[config.mk]
export PLATFORM = sky130hd
export DESIGN_NAME = viterbi_frame_ctrl_flat
export DESIGN_NICKNAME = d
export VERILOG_FILES = /design/src/rtl/viterbi_frame_ctrl_if.sv /design/src/rtl/viterbi_frame_ctrl.sv /design/src/flat_wrapper.sv
export SDC_FILE = /design/constraint.sdc
export NUM_CORES = 1
export LEC_CHECK = 0
export CORE_ASPECT_RATIO = 0.7
export CORE_MARGIN = 2
export CORE_UTILIZATION = 54
export CTS_BUF_LIST = sky130_fd_sc_hd__clkbuf_2 sky130_fd_sc_hd__clkbuf_4 sky130_fd_sc_hd__clkbuf_8
export DETAILED_ROUTE_END_ITERATION = 12
export GPL_TIMING_DRIVEN = 0
export PLACE_DENSITY = 0.81
export SYNTH_ARGS = -nofsm -noshare
export SYNTH_HDL_FRONTEND = slang
export SYNTH_SLANG_ARGS = --single-unit
[constraint.sdc]
create_clock -name clk -period 1.95 [get_ports clk]
set_clock_uncertainty 0.05 [all_clocks]
set_input_delay 0.4875 -clock clk [delete_from_list [all_inputs] [get_ports clk]]
set_output_delay 0.4875 -clock clk [all_outputs]
set_load 0.01 [all_outputs]
[src/rtl/viterbi_frame_ctrl_if.sv]
// Signal bundle between the Viterbi frame sequencer and its rx source,
// ACS unit, survivor memory, traceback unit and frame consumer.
interface viterbi_frame_ctrl_if #(
  parameter int FRAME_LEN = 16
);
  localparam int AW = $clog2(FRAME_LEN);

  logic                 start;
  logic                 flush;
  logic                 rx_valid;
  logic [1:0]           rx_pair;
  logic                 rx_ready;
  logic                 acs_en;
  logic                 acs_init;
  logic [1:0]           acs_pair;
  logic                 mem_wr_en;
  logic                 mem_rd_en;
  logic [AW-1:0]        mem_addr;
  logic                 tb_load;
  logic                 dec_bit_in;
  logic                 busy;
  logic                 frame_valid;
  logic [FRAME_LEN-1:0] frame_out;

  modport master (
    input  start, flush, rx_valid, rx_pair, dec_bit_in,
    output rx_ready, acs_en, acs_init, acs_pair, mem_wr_en, mem_rd_en,
           mem_addr, tb_load, busy, frame_valid, frame_out
  );

  modport slave (
    output start, flush, rx_valid, rx_pair, dec_bit_in,
    input  rx_ready, acs_en, acs_init, acs_pair, mem_wr_en, mem_rd_en,
           mem_addr, tb_load, busy, frame_valid, frame_out
  );
endinterface

[src/rtl/viterbi_frame_ctrl.sv]
// Frame sequencer for the rate-1/2 Viterbi decoder: accepts FRAME_LEN symbol
// pairs, drives ACS/survivor writes, then traceback reads and frame capture.
module viterbi_frame_ctrl #(
  parameter int FRAME_LEN = 16
) (
  input  logic                 clk,
  input  logic                 rst_n,
  viterbi_frame_ctrl_if.master bus
);
  localparam int AW = $clog2(FRAME_LEN);
  localparam logic [AW-1:0] LAST = AW'(FRAME_LEN - 1);

  typedef enum logic [2:0] {
    IDLE,
    ACS,
    TB,
    CAP,
    DONE
  } state_t;

  state_t               state, state_nxt;
  logic [AW-1:0]        sym_cnt;
  logic [AW-1:0]        tb_cnt;
  logic [AW-1:0]        addr_d;
  logic                 rd_d;
  logic [FRAME_LEN-1:0] frame_buf;
  logic                 accept;

  assign bus.busy = (state != IDLE);

  always_ff @(posedge clk or negedge rst_n) begin
    if (!rst_n) state <= IDLE;
    else        state <= state_nxt;
  end

  // flush wins over everything: all strobes low and straight back to IDLE
  always_comb begin
    state_nxt       = state;
    accept          = 1'b0;
    bus.rx_ready    = 1'b0;
    bus.acs_en      = 1'b0;
    bus.acs_init    = 1'b0;
    bus.acs_pair    = '0;
    bus.mem_wr_en   = 1'b0;
    bus.mem_rd_en   = 1'b0;
    bus.mem_addr    = '0;
    bus.tb_load     = 1'b0;
    bus.frame_valid = 1'b0;
    if (bus.flush) begin
      state_nxt = IDLE;
    end else begin
      case (state)
        IDLE: if (bus.start) state_nxt = ACS;
        ACS: begin
          bus.rx_ready = 1'b1;
          accept       = bus.rx_valid;
          if (accept) begin
            bus.acs_en    = 1'b1;
            bus.acs_init  = (sym_cnt == '0);
            bus.acs_pair  = bus.rx_pair;
            bus.mem_wr_en = 1'b1;
            bus.mem_addr  = sym_cnt;
            if (sym_cnt == LAST) state_nxt = TB;
          end
        end
        TB: begin
          bus.mem_rd_en = 1'b1;
          bus.mem_addr  = tb_cnt;
          bus.tb_load   = (tb_cnt == LAST);
          if (tb_cnt == '0) state_nxt = CAP;
        end
        CAP:  state_nxt = DONE;
        DONE: begin
          bus.frame_valid = 1'b1;
          state_nxt       = IDLE;
        end
        default: state_nxt = IDLE;
      endcase
    end
  end

  // Counters change state before they would wrap past FRAME_LEN-1
  always_ff @(posedge clk or negedge rst_n) begin
    if (!rst_n) begin
      sym_cnt <= '0;
      tb_cnt  <= '0;
    end else if (bus.flush) begin
      sym_cnt <= '0;
      tb_cnt  <= '0;
    end else begin
      case (state)
        IDLE: sym_cnt <= '0;
        ACS: begin
          if (accept) begin
            if (sym_cnt == LAST) begin
              sym_cnt <= '0;
              tb_cnt  <= LAST;
            end else begin
              sym_cnt <= sym_cnt + AW'(1);
            end
          end
        end
        TB: if (tb_cnt != '0) tb_cnt <= tb_cnt - AW'(1);
        default: ;
      endcase
    end
  end

  // Decoded bit arrives one cycle after its read strobe
  always_ff @(posedge clk or negedge rst_n) begin
    if (!rst_n) begin
      rd_d          <= 1'b0;
      addr_d        <= '0;
      frame_buf     <= '0;
      bus.frame_out <= '0;
    end else begin
      rd_d   <= bus.mem_rd_en;
      addr_d <= bus.mem_addr;
      if (rd_d) frame_buf[addr_d] <= bus.dec_bit_in;
      if (state == DONE && !bus.flush) bus.frame_out <= frame_buf;
    end
  end
endmodule
[src/flat_wrapper.sv]
// flat-port wrapper written by rule: the top's interface ports become plain ports
module viterbi_frame_ctrl_flat 
#(
  parameter int FRAME_LEN = 16
)
  (clk, rst_n, bus_start, bus_flush, bus_rx_valid, bus_rx_pair, bus_dec_bit_in, bus_rx_ready, bus_acs_en, bus_acs_init, bus_acs_pair, bus_mem_wr_en, bus_mem_rd_en, bus_mem_addr, bus_tb_load, bus_busy, bus_frame_valid, bus_frame_out);
  viterbi_frame_ctrl_if #(.FRAME_LEN(FRAME_LEN)) bus_i ();
  input  logic clk;
  input  logic rst_n;
  input wire logic [$bits(bus_i.start)-1:0] bus_start;
  input wire logic [$bits(bus_i.flush)-1:0] bus_flush;
  input wire logic [$bits(bus_i.rx_valid)-1:0] bus_rx_valid;
  input wire logic [$bits(bus_i.rx_pair)-1:0] bus_rx_pair;
  input wire logic [$bits(bus_i.dec_bit_in)-1:0] bus_dec_bit_in;
  output wire logic [$bits(bus_i.rx_ready)-1:0] bus_rx_ready;
  output wire logic [$bits(bus_i.acs_en)-1:0] bus_acs_en;
  output wire logic [$bits(bus_i.acs_init)-1:0] bus_acs_init;
  output wire logic [$bits(bus_i.acs_pair)-1:0] bus_acs_pair;
  output wire logic [$bits(bus_i.mem_wr_en)-1:0] bus_mem_wr_en;
  output wire logic [$bits(bus_i.mem_rd_en)-1:0] bus_mem_rd_en;
  output wire logic [$bits(bus_i.mem_addr)-1:0] bus_mem_addr;
  output wire logic [$bits(bus_i.tb_load)-1:0] bus_tb_load;
  output wire logic [$bits(bus_i.busy)-1:0] bus_busy;
  output wire logic [$bits(bus_i.frame_valid)-1:0] bus_frame_valid;
  output wire logic [$bits(bus_i.frame_out)-1:0] bus_frame_out;
  assign bus_i.start = bus_start;
  assign bus_i.flush = bus_flush;
  assign bus_i.rx_valid = bus_rx_valid;
  assign bus_i.rx_pair = bus_rx_pair;
  assign bus_i.dec_bit_in = bus_dec_bit_in;
  assign bus_rx_ready = bus_i.rx_ready;
  assign bus_acs_en = bus_i.acs_en;
  assign bus_acs_init = bus_i.acs_init;
  assign bus_acs_pair = bus_i.acs_pair;
  assign bus_mem_wr_en = bus_i.mem_wr_en;
  assign bus_mem_rd_en = bus_i.mem_rd_en;
  assign bus_mem_addr = bus_i.mem_addr;
  assign bus_tb_load = bus_i.tb_load;
  assign bus_busy = bus_i.busy;
  assign bus_frame_valid = bus_i.frame_valid;
  assign bus_frame_out = bus_i.frame_out;
  viterbi_frame_ctrl #(.FRAME_LEN(FRAME_LEN)) u_core (.clk(clk), .rst_n(rst_n), .bus(bus_i));
endmodule
==> results by group <==
Drt
  – Met2 wire length: about 3600 um
  – TritonRoute pass-1 iters: 5
  – Via density: a little over 6
  – Avg WL per Cell: 22.2 um
  – WL final: ~7500 um
  – Routed met1 length: roughly 3100 um
  – Post-route ant nets: 0
  – Metal3 WL: approximately 500 um
  – DRC errors left: 0
  – DR top layer: met4
  – Initial DRC count: 346
  – Routed via count: around 2100

Floorplan
  – Ports: 38
  – Core Box Area: ~0.004 mm2
  – # rows: 19
  – Die height: a little under 60 um
  – Starting density of the core: a little under three fifths
  – Die Wd: approximately 80 um
  – Die ar.: between 0.004 and 0.005 mm2

Place
  – I/O Buffers: 37
  – Routability cong.: around 0.81
  – Placed cell areas: roughly 0.0028 mm2
  – DP Wirelength: roughly 3500 um

Outcome
  – Status: complete, but fails checks
  – Failing checks: setup timing

Clock tree
  – Root Buffer: clkbuf_8
  – Worst-Skew Late Latency: between 0.3 and 0.4 ns
  – CTS buffer count: 5
  – TritonCTS clock tree: built
  – Worst-path clk slew: roughly 0.090 ns
  – Htree depth: 2
  – CTS Buffer Depth: 2
  – CTS Sinks: 48
  – CTS Hold Buffers Added: 0

Yosys
  – Synth Warn #: 0
  – Post-synth EDFFs: 0
  – Distinct cell type count of the synthesized netlist: 41
  – Post-Syn Instances: approximately 200
  – Average cell area after synthesis: roughly 12 um2
  – Synthesized net count: 211
  – Top_reg_cell synth: dfrtp_1
  – Yosys reg bits: 48
  – FFs w/ async S/R, synth: 100%
  – Synth top area share: between 50% and 60%
  – Seq/Total Area, Yosys: 51.9%
  – Largest area contributor in the netlist: dfrtp_1
  – Mapped cell area: 0.00231 mm2
  – Top cells by area, synth: dfrtp_1 (52%), mux2_2 (16%), ha_1 (2.7%)

Pwr
  – Clock Power Share: ~36%
  – Leakage: approximately 1.6 nW
  – Cell-internal power: approximately 1.5 mW
  – Register share of total power: 51.6%
  – Switching Share: around a quarter
  – NetSw: about 0.52 mW
  – Power Density: 598 mW/mm2
  – Final Total Pwr: approximately 2.0 mW
  – Peak supply drop: between 0.4 and 0.5 mV
  – Combinational share of power: about an eighth

STA
  – Tmin final: 2.42 ns
  – Pins over their slew limit: 0
  – PnR worst setup slack: -0.469 ns
  – Worst Tran Pin Value: about 0.52 ns
  – Final period utilization: 124%
  – Final Hold Viols: 0
  – Worst hold slack: between 0.08 and 0.09 ns
  – Fmax: around 410 MHz
  – RSZ-0062 raised after global routing: true
  – Endpoints failing setup: 35
  – Slew headroom: 65.0%

Worst setup path
  – Worst Path Arrival: about 1.9 ns
  – Worst setup EP type: output pin
  – Worst Path Required: approximately 1.4 ns
  – CP startpoint kind: flop
  – CP Max Fanout: 4
  – Crit Path Class: reg -> out

Global routing
  – Vias in the first global route: 1941
  – Antenna violations before repair: 0
  – GRT overflow: 0
  – First-pass GRT wire length: 9900 um
  – GRT Overall Usage: approximately 29%
  – Largest net degree at the start of global routing: 32

Layout
  – Most frequent cells in the layout: dfrtp_1 (47), buf_4 (30), buf_6 (21)
  – Area growth syn-to-layout: 47.9%
  – Most common cell after layout, fill and taps aside: dfrtp_1
  – Inserted Diodes: 0
  – Nets: just under 300
  – Post-route cell area: 0.00342 mm2
  – Layout cells sized above 1: approximately 47%

Run
  – Max-Cap Viols: 0

Min path
  – HP Class: in -> async
==> power groups by stage <==
stage | Sequential, mW | Combinational [mW] | Clock (mW)
after CTS | 1.04 | 0.206 | 0.733
final | 1.06 | 0.254 | 0.737
after floorplan | 1.06 | 0.104 | 0
after detailed placement | 1.06 | 0.179 | 0
after global placement | 1.06 | 0.169 | 0
after global routing | 1.06 | 0.270 | 0.801
==> metrics by stage <==
step / cells / setup slack (ns) / TNS, ns / util (%)
after global routing: 338 / -0.506 / -8.12 / 85.1
after global placement: 287 / -1.12 / -66.99 / 68.8
after CTS: 324 / -0.395 / -3.45 / 79.2
final: 338 / -0.469 / -7.24 / 85.1
after detailed placement: 288 / -1.10 / -20.09 / 69.2
after floorplan: 198 / 0.0304 / 0 / -
==> sequential cells by signal, summed over array words and instances, names as in the netlist <==
signal / flops
u_core.rd_d: 1
u_core.tb_cnt: 4
u_core.state: 3
u_core.addr_d: 4
u_core.bus.frame_out: 16
u_core.frame_buf: 16
u_core.sym_cnt: 4
==> worst max-delay path, stage by stage (launching register included) <==
cell,delay (ns)
dfrtp_1,0.41
buf_6,0.14
buf_4,0.14
buf_6,0.13
buf_6,0.11
nor4b_4,0.35
buf_6,0.17
buf_6,0.09
==> Yosys cell counts, types with 4 or more instances <==
| library cell | count |
|---|---|
| ha_1 | 5 |
| nor3_1 | 8 |
| a21oi_1 | 6 |
| nand2b_1 | 7 |
| nand3_1 | 4 |
| dfrtp_1 | 48 |
| inv_1 | 8 |
| mux2_2 | 32 |
| clkbuf_1 | 4 |
| o21ai_0 | 7 |
| nor2_1 | 16 |
| nand2_1 | 8 |
==> final cells by class <==
| class | instances | area (um2) |
|---|---|---|
| tap | 52 | 65.1 |
| clock buffer | 6 | 76.3 |
| fill | 209 | 597 |
| buffer | 9 | 77.6 |
| multi-input combinational | 133 | 1210 |
| clock inverter | 2 | 35.0 |
| inverter | 8 | 30.0 |
| sequential | 48 | 1200 |
| timing repair buffer | 80 | 719 |
==> per-layer routing <==
layer	GRT usage [%]	up-vias
li1	-	878
met1	38.5	1036
met2	44.5	121
met3	6.75	29
met4	17.1	0
met5	0	-
==> repair_timing <==
action,in CTS,in global routing
pin swaps,10,12
setup buffers,30,18
cloned,0,0
gates resized for setup,94,42
setup endpoints to repair,26,35
==> final timing paths <==
check | startpoint | end | depth (start not counted) | slack (ns)
max in group asynchronous | rst_n | u_core.frame_buf[8] | 2 | 1.22
hold / removal | rst_n | u_core.state[2] | 1 | 0.08
setup / recovery | u_core.state[1] | bus_frame_valid | 7 | -0.47
hold reg to reg | u_core.frame_buf[9] | u_core.bus.frame_out[9] | 1 | 0.46
setup reg to reg | u_core.state[1] | u_core.tb_cnt[0] | 10 | -0.23
min in group clk | u_core.frame_buf[9] | u_core.bus.frame_out[9] | 1 | 0.46
==> cell families (layout without fill, tap and decap cells) <==
kind of cell             count (synthesis)  in the layout  share of synthesized area (%)
flip-flops                              48             48                           51.9
multiplexers                            32             32                           15.6
buffers and inverters                   17            105                           3.95
adder cells (fa/ha/maj)                  5              5                           2.70
AO/OA/AOI/OAI                           30             30                           8.55
AND/OR/NAND/NOR                         66             66                           17.3
(Power assumes the default switching activity.)
==> variant (same flow settings) <==
`FRAME_LEN` is set to 16 in 3 places; all go to 64.
--- a/src/rtl/viterbi_frame_ctrl_if.sv
+++ b/src/rtl/viterbi_frame_ctrl_if.sv
@@ -3,3 +3,3 @@
 interface viterbi_frame_ctrl_if #(
-  parameter int FRAME_LEN = 16
+  parameter int FRAME_LEN = 64
 );
--- a/src/rtl/viterbi_frame_ctrl.sv
+++ b/src/rtl/viterbi_frame_ctrl.sv
@@ -3,3 +3,3 @@
 module viterbi_frame_ctrl #(
-  parameter int FRAME_LEN = 16
+  parameter int FRAME_LEN = 64
 ) (
--- a/src/flat_wrapper.sv
+++ b/src/flat_wrapper.sv
@@ -3,3 +3,3 @@
 #(
-  parameter int FRAME_LEN = 16
+  parameter int FRAME_LEN = 64
 )
Ports: changed (resized bus_frame_out and bus_mem_addr); port bits go from 38 to 88. No check against the original RTL was run, so the function may have changed too.
==> variant against the unedited design <==
Worst setup slack worse by 0.20 ns. Core utilization down 9.3 points. Cell count up 140%. Critical endpoint is now bus_mem_addr[4]. Area after synthesis rose to 2.8 times the old value. Global-route usage down 4.1 points. Wire length up 140%. The flow still finishes with violations (setup timing). Sequential cell count up 102. Sequential power rose to 3.1 times the old value. Non-clock buffer count up 75. Clock power rose to 3.0 times the old value. Final area rose to 2.6 times the old value. Total power rose to 2.9 times the old value.
==> variant: results (changes against the unedited design) <==
| Metric | Value |
|---|---|
| Outcome | finished, violations left |
| Failing checks | setup timing |
| Initial DRC Count | 361 (+4.3%) |
| First drt pass iteration count | 4 (-1) |
| Placed insts | 738 (+160%) |
| WL/cell | 21.7 microns (-2.5%) |
| Fraction of registers with async set/reset | 1.00 (unchanged) |
| Clock root cell | clkbuf_8 |
| Slowest-stage cell, CP | dfrtp_1 |
| Seq/Total Area, Yosys | 0.583 (+0.0639) |
| Biggest regs | u_core.bus.frame_out: 64 flops, u_core.frame_buf: 64 flops |
| VDD IR-drop max | 0.452 mV (+9.3%) |
| R2R Path Start | u_core.state[0] |
| GP Congestion | 0.858 (+5.8%) |
| Finished Layout Cells | 821 (+140%) |
| Total clock buffers created by CTS | 17 (+12) |
| Vias in the first global route | 4630 (+140%) |
| Net Count, Synth | 508 (+140%) |
| Slowest stage delay, CP | 0.40 ns |
| Hold Crit Class | reg -> reg |
| Fin nets | 665 (+120%) |
| Pre-CTS WS | -0.876 ns (+0.227 ns) |
| Clk slew on worst S/H paths | around 0.08 ns |
| R2r endpoint | u_core.bus.frame_out[32] |
| Routed vias/inst | 5.81 (-4.9%) |
| CP endpoint | bus_mem_addr[4] |
| Worst setup path startpoint | u_core.state[2] |
| Yosys Warn Count | 0 (unchanged) |
| H-tree levels | 4 (+2) |
| # setup viols final | 87 (+150%) |
| Register-to-register setup slack | -0.46 ns (-0.23 ns) |
| CTS Buffer Depth | 2 (unchanged) |
| Hold path cells | 1 |
| Leading post-synthesis cells by cell area | dfrtp_1 (58%), mux2_2 (22%), nand2_1 (3.4%) |
| Worst-Skew Late Latency | 0.45 ns (+0.13 ns) |
| Pleak | 3.95 nW (+150%) |
| Layout cell share with drive strength beyond 1 | 0.430 (-0.0352) |
| Number of distinct library cells after synthesis | 44 (+7.3%) |
| Critical Path Fanout Max | 3 (-1) |
| Worst r2r path cells | 10 (unchanged) |
| Hold Startpoint | u_core.bus.frame_out[55] |
| Mapped Cells | 495 (+150%) |
| First-pass GRT wire length | 24100 microns (+140%) |
| GRT Overall Usage | 0.251 (-0.0409) |
| Slew HR | 0.425 (-0.225) |
| Port buffer count | 85 (+130%) |
| Largest net degree at the start of global routing | 106 (+230%) |
| Min setup slack post-route | -0.671 ns (-0.202 ns) |
| Synth top cells by count | dfrtp_1 (150), mux2_2 (127), nand2_1 (59) |
| HPWL after detailed placement | 9070 microns (+160%) |
| Initial antenna violation count | 1 (+1) |
## variant: changes by cell type in the layout (fill, tap and decap cells not counted), moves of 7 or more
cell	change
dfrtp_1	+101
mux2_2	+67
nand2_1	+52
clkdlybuf4s50_1	+43
mux2_4	+28
buf_6	+15
clkbuf_8	+13
or3_1	+10
clkbuf_1	+7
## variant: per-stage QoR
step                       util  setup TNS [ns]  instance area (sq um)  power [mW]
after floorplan               -        -0.00396                   6440        3.43
after global placement    0.641         -811.51                   7490        3.59
after global routing      0.758          -28.94                   8860        6.05
after detailed placement  0.644          -26.83                   7520        3.61
after CTS                 0.708           -8.47                   8270        5.81
final                     0.758          -28.86                   8860        5.87
## variant: kinds of logic after synthesis
group,Yosys count,synth area share
buffers and inverters,39,0.0278
flip-flops,150,0.583
AO/OA/AOI/OAI,34,0.0412
AND/OR/NAND/NOR,138,0.113
multiplexers,128,0.224
adder cells (fa/ha/maj),5,0.00972
XOR/XNOR,1,0.00136
## variant: final cells by class
type                    instances  area (sq um)
clock buffers                  25           307
multi-input cells             306          2840
plain buffers                  25           208
flip-flops and latches        150          3760
repair buffers                139          1460
fillers                       651          2830
well taps                     157           196
clock inverters                 5          50.0
diodes                          1          2.50
inverters                      13          48.8
## variant: what timing repair did
action                     4_1_cts  5_1_grt
gates resized for setup        118       92
setup endpoints to repair       72      103
hold endpoints to repair        45        0
pin swaps                       18       15
gates cloned                     0        5
setup buffers                   29       21
hold buffers                     1        0
## variant: where the power goes
part           leakage, nW  internal [mW]  switching, mW
Sequential            1.95           3.20         0.0619
Combinational         1.80          0.191          0.199
Clock                0.194           1.14           1.08
Total                 3.95           4.53           1.34
## variant: metal layers
layer / part of all wire / global-route usage
met5: 0 / 0
met4: 0.053 / 0.139
met3: 0.071 / 0.0590
met2: 0.46 / 0.388
met1: 0.41 / 0.335
## variant: worst min-delay path by stage
stage,to,slack (ns)
6_report,u_core.bus.frame_out[55],0.45
5_1_grt,u_core.bus.frame_out[55],0.47
4_1_cts,u_core.bus.frame_out[55],0.45
3_5_place_dp,u_core.bus.frame_out[52],0.39
3_3_place_gp,u_core.bus.frame_out[55],0.42
2_1_floorplan,u_core.addr_d[0],0.14
## variant: critical path, delay by kind of cell, from the launching register on
kind | cells | cell delay (ns)
DFF | 1 | 0.40
and+or+nand+nor | 2 | 0.42
buffers and inverters | 4 | 0.61
AOI/OAI and AO/OA | 1 | 0.21
